File: src/rtl/reel_pkg.sv
// Shared types and constants for the reel spinner.
package reel_pkg;

    typedef logic [1:0] rot_t;

    typedef enum logic [2:0] {
        ST_IDLE,
        ST_SPIN,
        ST_DECEL,
        ST_LAND,
        ST_DONE
    } reel_state_t;

    localparam logic [7:0] LFSR_SEED = 8'h1D;
    // Taps 8,6,5,4 expressed as a bit mask over lfsr[7:0]
    localparam logic [7:0] LFSR_TAPS = 8'hB8;

    function automatic logic [7:0] sat_add(input logic [7:0] a, input logic [7:0] b);
        logic [8:0] sum;
        sum = {1'b0, a} + {1'b0, b};
        return sum[8] ? 8'hFF : sum[7:0];
    endfunction

    function automatic logic [7:0] lfsr_next(input logic [7:0] value);
        return {value[6:0], ^(value & LFSR_TAPS)};
    endfunction

endpackage

File: src/rtl/vsync_edge.sv
// Registers vsync and emits a one-cycle frame_tick on each rising edge.
module vsync_edge (
    input  logic clk,
    input  logic rst_n,
    input  logic vsync,
    output logic frame_tick
);

    logic vsync_q;

    always_ff @(posedge clk or negedge rst_n) begin
        if (!rst_n) begin
            vsync_q    <= 1'b0;
            frame_tick <= 1'b0;
        end else begin
            vsync_q    <= vsync;
            frame_tick <= vsync & ~vsync_q;
        end
    end

endmodule

File: src/rtl/reel_spinner.sv
// Slot reel sequencer: fast spin, decelerate, then land on a target rotation.
// Optional REEL_LFSR_EN: land target comes from an internal free-running LFSR.
//
// state    | meaning
// IDLE     | waiting for start, rot_state held
// SPIN     | advancing at FAST_PERIOD for SPIN_STEPS advances
// DECEL    | period grows by PERIOD_INC after each advance
// LAND     | advancing at frozen period until rot_state == target
// DONE     | one-cycle done pulse
module reel_spinner
    import reel_pkg::*;
#(
    parameter int FAST_PERIOD = 2,
    parameter int SPIN_STEPS  = 8,
    parameter int DECEL_STEPS = 3,
    parameter int PERIOD_INC  = 2
) (
    input  logic       clk,
    input  logic       rst_n,
    input  logic       vsync,
    input  logic       start,
    input  logic [1:0] target,
    output logic [1:0] rot_state,
    output logic       busy,
    output logic       done
);

    localparam logic [7:0] FAST_P  = 8'(FAST_PERIOD);
    localparam logic [7:0] INC_P   = 8'(PERIOD_INC);
    localparam logic [7:0] SPIN_N  = 8'(SPIN_STEPS);
    localparam logic [7:0] DECEL_N = 8'(DECEL_STEPS);

    reel_state_t state, state_nx;
    rot_t        rot_q, rot_nx, tgt_q, tgt_nx, start_tgt;
    logic [7:0]  frame_cnt, frame_nx, step_cnt, step_nx, period, period_nx;
    logic        frame_tick, wrap;

    vsync_edge u_vsync_edge (
        .clk        (clk),
        .rst_n      (rst_n),
        .vsync      (vsync),
        .frame_tick (frame_tick)
    );

`ifdef REEL_LFSR_EN
    logic [7:0] lfsr;
    logic       unused_target;

    always_ff @(posedge clk or negedge rst_n) begin
        if (!rst_n) lfsr <= LFSR_SEED;
        else        lfsr <= lfsr_next(lfsr);
    end

    assign start_tgt     = lfsr[1:0];
    assign unused_target = ^target;
`else
    assign start_tgt = target;
`endif

    assign wrap = frame_tick && (frame_cnt == period - 8'd1);

    always_comb begin
        state_nx  = state;
        rot_nx    = rot_q;
        tgt_nx    = tgt_q;
        frame_nx  = frame_cnt;
        step_nx   = step_cnt;
        period_nx = period;
        case (state)
            ST_IDLE: begin
                // A tick arriving with start is dropped: counters restart from zero
                if (start) begin
                    tgt_nx    = start_tgt;
                    frame_nx  = '0;
                    step_nx   = '0;
                    period_nx = FAST_P;
                    state_nx  = ST_SPIN;
                end
            end
            ST_SPIN, ST_DECEL: begin
                if (wrap) begin
                    rot_nx   = rot_q + 2'd1;
                    frame_nx = '0;
                    step_nx  = step_cnt + 8'd1;
                    if (state == ST_SPIN) begin
                        if (step_nx == SPIN_N) begin
                            state_nx  = ST_DECEL;
                            step_nx   = '0;
                            period_nx = sat_add(FAST_P, INC_P);
                        end
                    end else if (step_nx == DECEL_N) begin
                        // Period freezes here for the whole LAND phase
                        state_nx = ST_LAND;
                        step_nx  = '0;
                    end else begin
                        period_nx = sat_add(period, INC_P);
                    end
                end else if (frame_tick) begin
                    frame_nx = frame_cnt + 8'd1;
                end
            end
            ST_LAND: begin
                if (rot_q == tgt_q) begin
                    state_nx = ST_DONE;
                end else if (wrap) begin
                    rot_nx   = rot_q + 2'd1;
                    frame_nx = '0;
                end else if (frame_tick) begin
                    frame_nx = frame_cnt + 8'd1;
                end
            end
            ST_DONE: state_nx = ST_IDLE;
            default: state_nx = ST_IDLE;
        endcase
    end

    always_ff @(posedge clk or negedge rst_n) begin
        if (!rst_n) begin
            state     <= ST_IDLE;
            rot_q     <= '0;
            tgt_q     <= '0;
            frame_cnt <= '0;
            step_cnt  <= '0;
            period    <= '0;
            busy      <= 1'b0;
            done      <= 1'b0;
        end else begin
            state     <= state_nx;
            rot_q     <= rot_nx;
            tgt_q     <= tgt_nx;
            frame_cnt <= frame_nx;
            step_cnt  <= step_nx;
            period    <= period_nx;
            busy      <= (state_nx != ST_IDLE);
            done      <= (state_nx == ST_DONE);
        end
    end

    assign rot_state = rot_q;

endmodule

File: config.mk
export PLATFORM = sky130hd
export DESIGN_NAME = reel_spinner
export DESIGN_NICKNAME = d
export VERILOG_FILES = /design/src/rtl/reel_pkg.sv /design/src/rtl/vsync_edge.sv /design/src/rtl/reel_spinner.sv
export SDC_FILE = /design/constraint.sdc
export NUM_CORES = 1
export LEC_CHECK = 0
export ABC_CLOCK_PERIOD_IN_PS = 2920
export CAP_MARGIN = 5
export CORE_MARGIN = 2
export CORE_UTILIZATION = 30
export DETAILED_ROUTE_END_ITERATION = 10
export GPL_ROUTABILITY_DRIVEN = 0
export GPL_TIMING_DRIVEN = 0
export PLACE_DENSITY_LB_ADDON = 0.2
export SETUP_SLACK_MARGIN = 0.5
export SYNTH_ARGS = -nofsm -noshare
export SYNTH_HDL_FRONTEND = slang
export SYNTH_HIERARCHICAL = 1
export SYNTH_SLANG_ARGS = --single-unit
File: constraint.sdc
create_clock -name clk -period 2.92 [get_ports clk]
set_input_delay 0.876 -clock clk [delete_from_list [all_inputs] [get_ports clk]]
set_output_delay 0.876 -clock clk [all_outputs]
set_load 0.02 [all_outputs]
# Yosys cells after proc, flatten, opt, wreduce, memory -nomap -nowiden
# Cells that the tools add are included.
# word_totals
input_bits	6
output_inout_bits	4
elab_cells	69
reg_bits	35
# classes
reduce_logical	12
n_addsub	5
n_bitwise	2
eq_ne	13
mux	27
# op_table
operator	count
8-bit two-way mux	14
8-bit one-hot mux with 2 select lines	2
8-bit one-hot mux with 3 select lines	1
3-bit two-way mux	6
8-bit by 1-bit adder with 8-bit output, second input constant	2
8-bit by 2-bit adder with 9-bit output, second input constant	1
3-bit one-hot mux with 3 select lines	1
8-bit by 2-bit == test with 1-bit output, second input constant	1
8-bit by 4-bit == test with 1-bit output, second input constant	1
8-bit == test	1
8-bit by 1-bit subtractor with 8-bit output, second input constant	1
3-bit by 2-bit == test with 1-bit output, second input constant	2
2-bit inequality test, second input constant	3
3-bit inequality test, second input constant	2
3-bit AND reduction	2
3-bit nonzero test	2
5-bit AND reduction	1
2-bit two-way mux	2
2-bit one-hot mux with 2 select lines	1
2-bit AND reduction	2
2-bit nonzero test	2
3-bit by 1-bit == test with 1-bit output, second input constant	1
3-bit == test, second input constant	1
3-bit logical NOT	1
6 further kinds	6

# Depth between registers and ports, before layout
# depth
word_depth	7
depth_mapped	10
depth_no_buf	8

# Cells and area by module
# Netlist, hierarchy kept.
# modules_own_cells
module	cells_each	seq_area_each_um2	instances	area_per_inst_um2
reel_spinner	246	825.8	1	2294.7
vsync_edge	3	50.0	1	63.8

# Least setup slack after synthesis
# Ideal clock, no wire load.
# synth_timing
path_type	register to register
from	register period[2]
to	register period[0]
stages_incl_launch_ff	10
setup_ns	0.126
t_required_ns	2.794
t_arrival_ns	2.241
period_less_slack_ns	2.367
path_buffers	1
setup_slack_ns	0.553
cell_sequence	dfrtp_1 > inv_1 > ha_1 > nor4b_2 > a21oi_1 > nor4b_2 > nand4_1 > buf_2 > and2_1 > o32a_1
# synth_via
elab_chain_len	6
word_cells_on_any_way	11
cone_classes	add/sub (2); eq/ne (2); mux (5); reduce/logical (2)
# synth_lines
item	line	rtl
start, declared	reel_spinner.sv:35	logic [7:0] frame_cnt, frame_nx, step_cnt, step_nx, period, period_nx;
start signal, assigned	reel_spinner.sv:133	period <= period_nx;
8-bit by 2-bit adder with 9-bit output	reel_pkg.sv:20	sum = {1'b0, a} + {1'b0, b};
8-bit two-way mux	reel_pkg.sv:21	return sum[8] ? 8'hFF : sum[7:0];
8-bit two-way mux	reel_spinner.sv:91	end else if (step_nx == DECEL_N) begin
8-bit two-way mux	reel_spinner.sv:85	if (state == ST_SPIN) begin
8-bit two-way mux	reel_spinner.sv:81	if (wrap) begin
8-bit one-hot mux with 2 select lines	reel_spinner.sv:69	case (state)
# Parallel ways exist; a longest one is shown, timed or not. The select of a mux whose other input is x is not followed.
# A chain may end at the register's enable or synchronous reset.

# Final worst setup path
# layout_timing
from	register step_cnt[1]
to	register period[2]
# layout_via
elab_chain_len	4
word_cells_on_any_way	6
cone_classes	add/sub (1); eq/ne (4); reduce/logical (1)
# layout_lines
item	line	rtl
start, declared	reel_spinner.sv:35	
start signal, assigned	reel_spinner.sv:132	step_cnt <= step_nx;
8-bit by 1-bit adder with 8-bit output *	reel_spinner.sv:84	step_nx = step_cnt + 8'd1;
8-bit by 4-bit == test with 1-bit output / 8-bit by 2-bit == test with 1-bit output (equally long branches)	reel_spinner.sv:86, reel_spinner.sv:91	
3-bit inequality test (no line)	n/a	
5-bit AND reduction (no line) *	n/a	
# Mark *: on every way between the ends. The rest lies on a longest branch, timed or not.

==> reports/results.txt <==
The flow ran to the end, and the final reports show no timing, DRC or antenna violations. The vertical die dimension was 92.7 um. The number of design rule violations left after detail routing was 0; the count of yosys warnings during synthesis was 6.

The post-route netlist has 23.4% of its cells at a drive strength greater than 1. The most numerous cell in the Yosys netlist was sky130_fd_sc_hd__dfrtp_1. Once placement finished, the instance area stood at 0.00257 mm^2.

For this run, the post-layout net count is 293. The share of the clock period used by the worst path after layout was 82.6%. For this design, the slowest cell found on the critical path is sky130_fd_sc_hd__dfrtp_1. The tools report the required time reported for the critical path endpoint as 3.10 ns. After synthesis, the share of flip-flops with an asynchronous set or reset is 100%. The detailed router finished its first iteration with 61 violations. The final count of hold timing violations is 0, and the initial antenna violation count is 0. CTS saw 35 sinks.

Dividing total power by cell area gives a power density of 389 mW/mm^2. Setup repair after global routing could not meet its margin everywhere. The H-tree was split into 2 levels. The leakage component of the power was 1.11 nW; the clock transition at the registers of the reported paths was 0.08 ns. Among all flip-flop cells after synthesis, the most frequent one is sky130_fd_sc_hd__dfrtp_1. The logs give 45.0% for the relative max-transition margin and 0 for the max-slew violation count. In the post-route analysis, the smallest setup slack over all paths is 0.508 ns. After synthesis, the mean cell area works out to 9.47 um^2. Clock latency on the worst-skew pair, taken at its later pin, is 0.30 ns.

Critical path start-end classification: reg2reg. The routed design could run at a clock period as short as 2.41 ns. Dividing the detail-routed wire length by the instance count gives 15.3 um. The tools report the sequential cell area as 878 um^2.

Setup violations remaining at the end of the flow were counted as 0. Synthesis produced a netlist with a net count of 261. The run gives 0.00293 mm^2 as the area of all placed cells without fillers. The final layout contains routed wiring with a total length of 5.88 mm. The pin slew with the least headroom to its limit works out to 0.825 ns. Counting flops and latches in the post-synthesis netlist gives 35.

The largest stage delay on the critical path came out at 0.47 ns. The clock passes through at most 2 buffers. In this run the horizontal extent of the chip is 92.7 um.

The number of port buffers is 9, and the final setup skew is 0.00909 ns. For the worst setup path, the data arrival time is 2.59 ns. For the number of distinct library cells after synthesis, the log shows 68.

TritonCTS built the clock tree. The cell area after synthesis came out at 0.00236 mm^2. For the area of the placeable core, the log shows 0.00769 mm^2.

In the synthesized netlist, the cells that appear most often are 35 x sky130_fd_sc_hd__dfrtp_1, 19 x sky130_fd_sc_hd__nand2_1, 17 x sky130_fd_sc_hd__nand3_1. The total routing resource utilization after global routing is 13.9%, and the max-cap violation count is 0. Before antenna repair, the detailed router went through 4 iterations. Antenna diode count: 0. The path type of the worst min-delay path was reg2reg. The signal on the critical path passes through ha_4 > or3_2 > o31a_1 > a2111oi_4 > o2bb2ai_4 > a21oi_4 > mux2_4.

Entering global routing, the biggest net connects 36 pins. The tools report the sum of overflow across all layers after global routing as 0. The number of hold buffers added after cts was 0; the proportion of synthesized chip area in sequential cells was 37.1%. The first global-routing pass estimated 9.49 mm of wire. Pin placement for this block handled 10 I/O pins. Counting the buffers created by CTS gives 5. Ranked by total cell area, the synthesized netlist is headed by sky130_fd_sc_hd__dfrtp_1 37%, sky130_fd_sc_hd__xnor2_1 4.1%, sky130_fd_sc_hd__nand3_1 3.6%, sky130_fd_sc_hd__xor2_1 3.3%, sky130_fd_sc_hd__ha_1 3.2%. The highest net fanout along the worst path is 6.

For the achievable frequency, the log shows 415 MHz. STA classifies the critical path startpoint as a register. The synthesized design devotes to its leading area cell type 37.1% of total area. For the number of global-route vias before repair, the log shows 1894. Before CTS, the worst setup slack after placement is 0.166 ns. The logs give 249 for the post-synthesis cell count and 0.194 mV for the peak supply drop. The tree is rooted in a sky130_fd_sc_hd__clkbuf_8. STA classifies the critical path endpoint as a register. The initial core utilization is 30.7%. The remaining antenna violation count was 0; the total number of vias was 2033. Summing all multi-input logic gate instances after layout gives 0.00152 mm^2. Dividing the detail-routed via count by the number of cells gives 5.29. In this run, synthesis inferred 0 flip-flops with an integrated enable. Cell taking the most area after synthesis: sky130_fd_sc_hd__dfrtp_1. The area growth from synthesis to layout is 24.4%.

Adding up every negative setup slack in the final design gives 0 ns. The floorplan has 32 rows. Total power for the finished layout comes to 1.14 mW. The floorplan step defined a die boundary enclosing 0.00859 mm^2. The tools report the half-perimeter wire length after detailed placement as 3.93 mm.

The number of fillers in the final layout is 814.
-- cell usage in the layout, fill, tap and decap left out, drive strengths merged, types with 3 or more instances in the layout --
cell type | Yosys | final
a22o | 3 | 3
a2111oi | 3 | 3
nand2 | 19 | 19
and3 | 5 | 5
clkbuf | 5 | 9
a2bb2oi | 5 | 5
inv | 12 | 12
xor2 | 9 | 9
dfrtp | 35 | 35
nor2b | 3 | 3
clkdlybuf4s50 | 0 | 8
nand2b | 4 | 4
xnor2 | 11 | 11
nor4b | 4 | 4
buf | 6 | 24
ha | 6 | 6
a21oi | 6 | 6
nor2 | 14 | 14
a21o | 5 | 5
a31oi | 10 | 10
o21ai | 11 | 11
nor3 | 4 | 4
and2 | 4 | 4
nand3 | 18 | 18
mux2 | 3 | 3
a211oi | 8 | 8
-- state kept, by name, indices dropped and copies added (netlist names) --
name and count:
busy 1, step_cnt 8, u_vsync_edge/vsync_q 1, tgt_q 2, period 8, rot_state 2
u_vsync_edge/frame_tick 1, done 1, state 3, frame_cnt 8
-- power by group --
part | switching [mW] | total [mW] | internal (mW)
clock | 0.202 | 0.368 | 0.166
combinational | 0.104 | 0.196 | 0.0921
sequential | 0.0537 | 0.578 | 0.524
total | 0.360 | 1.14 | 0.782
-- kinds of logic (layout without fill, tap and decap cells) --
family | after synthesis | after routing | synth area share (%)
AND/OR/NAND/NOR | 89 | 89 | 21.1
AO/OA/AOI/OAI | 72 | 72 | 24.8
flip-flops | 35 | 35 | 37.1
buffers and inverters | 23 | 56 | 4.30
XOR/XNOR | 20 | 20 | 7.43
adder cells (fa/ha/maj) | 6 | 6 | 3.18
multiplexers | 4 | 4 | 2.02
-- area by class of cell --
type                    count  share of cell area [%]
multi-input cells         191                    51.9
well taps                 102                    4.35
flip-flops and latches     35                    29.9
clock buffers               5                    2.35
clock inverters             3                   0.682
plain buffers              11                    2.22
repair buffers             25                    7.04
inverters                  12                    1.54
-- path summary, 6_finish.rpt --
path | start | end | slack [ns] | cells after the start
hold reg to reg | u_vsync_edge/vsync_q | u_vsync_edge/frame_tick | 0.45 | 1
min in group asynchronous | rst_n | frame_cnt[2] | 0.67 | 1
setup / recovery | step_cnt[1] | period[2] | 0.51 | 7
hold / removal | u_vsync_edge/vsync_q | u_vsync_edge/frame_tick | 0.45 | 1
max in group asynchronous | rst_n | step_cnt[0] | 1.68 | 1
setup reg to reg | step_cnt[1] | period[2] | 0.51 | 7
-- worst max-delay path, delay by kind of cell, from the launching register on --
family / cells / cell delay (ns)
and+or+nand+nor: 1 / 0.46
adders and majority gates: 1 / 0.21
DFF: 1 / 0.47
AOI/OAI and AO/OA: 4 / 0.86
muxes: 1 / 0.29
-- stage by stage --
stage,utilization (%),hold slack [ns],instances
after floorplan,-,0.429,249
after global placement,33.5,0.432,360
after detailed placement,33.4,0.435,360
after CTS,35.7,0.450,375
after global routing,38.2,0.463,384
final,38.2,0.447,384
-- layer usage --
layer | vias up | share of wire, % | global-route usage (%)
met5 | - | 0 | 0
met2 | 32 | 45 | 21.7
met4 | 0 | 1.6 | 3.68
met3 | 10 | 4.0 | 2.52
li1 | 992 | - | -
met1 | 999 | 49 | 19.9
-- what timing repair did --
item,CTS,global route
pin swaps,4,10
setup buffers,7,8
setup endpoints to repair,28,27
gates resized for setup,9,25
gates cloned,0,1
hold endpoints to repair,0,0
Note: power is estimated with default switching activity, not from simulation.
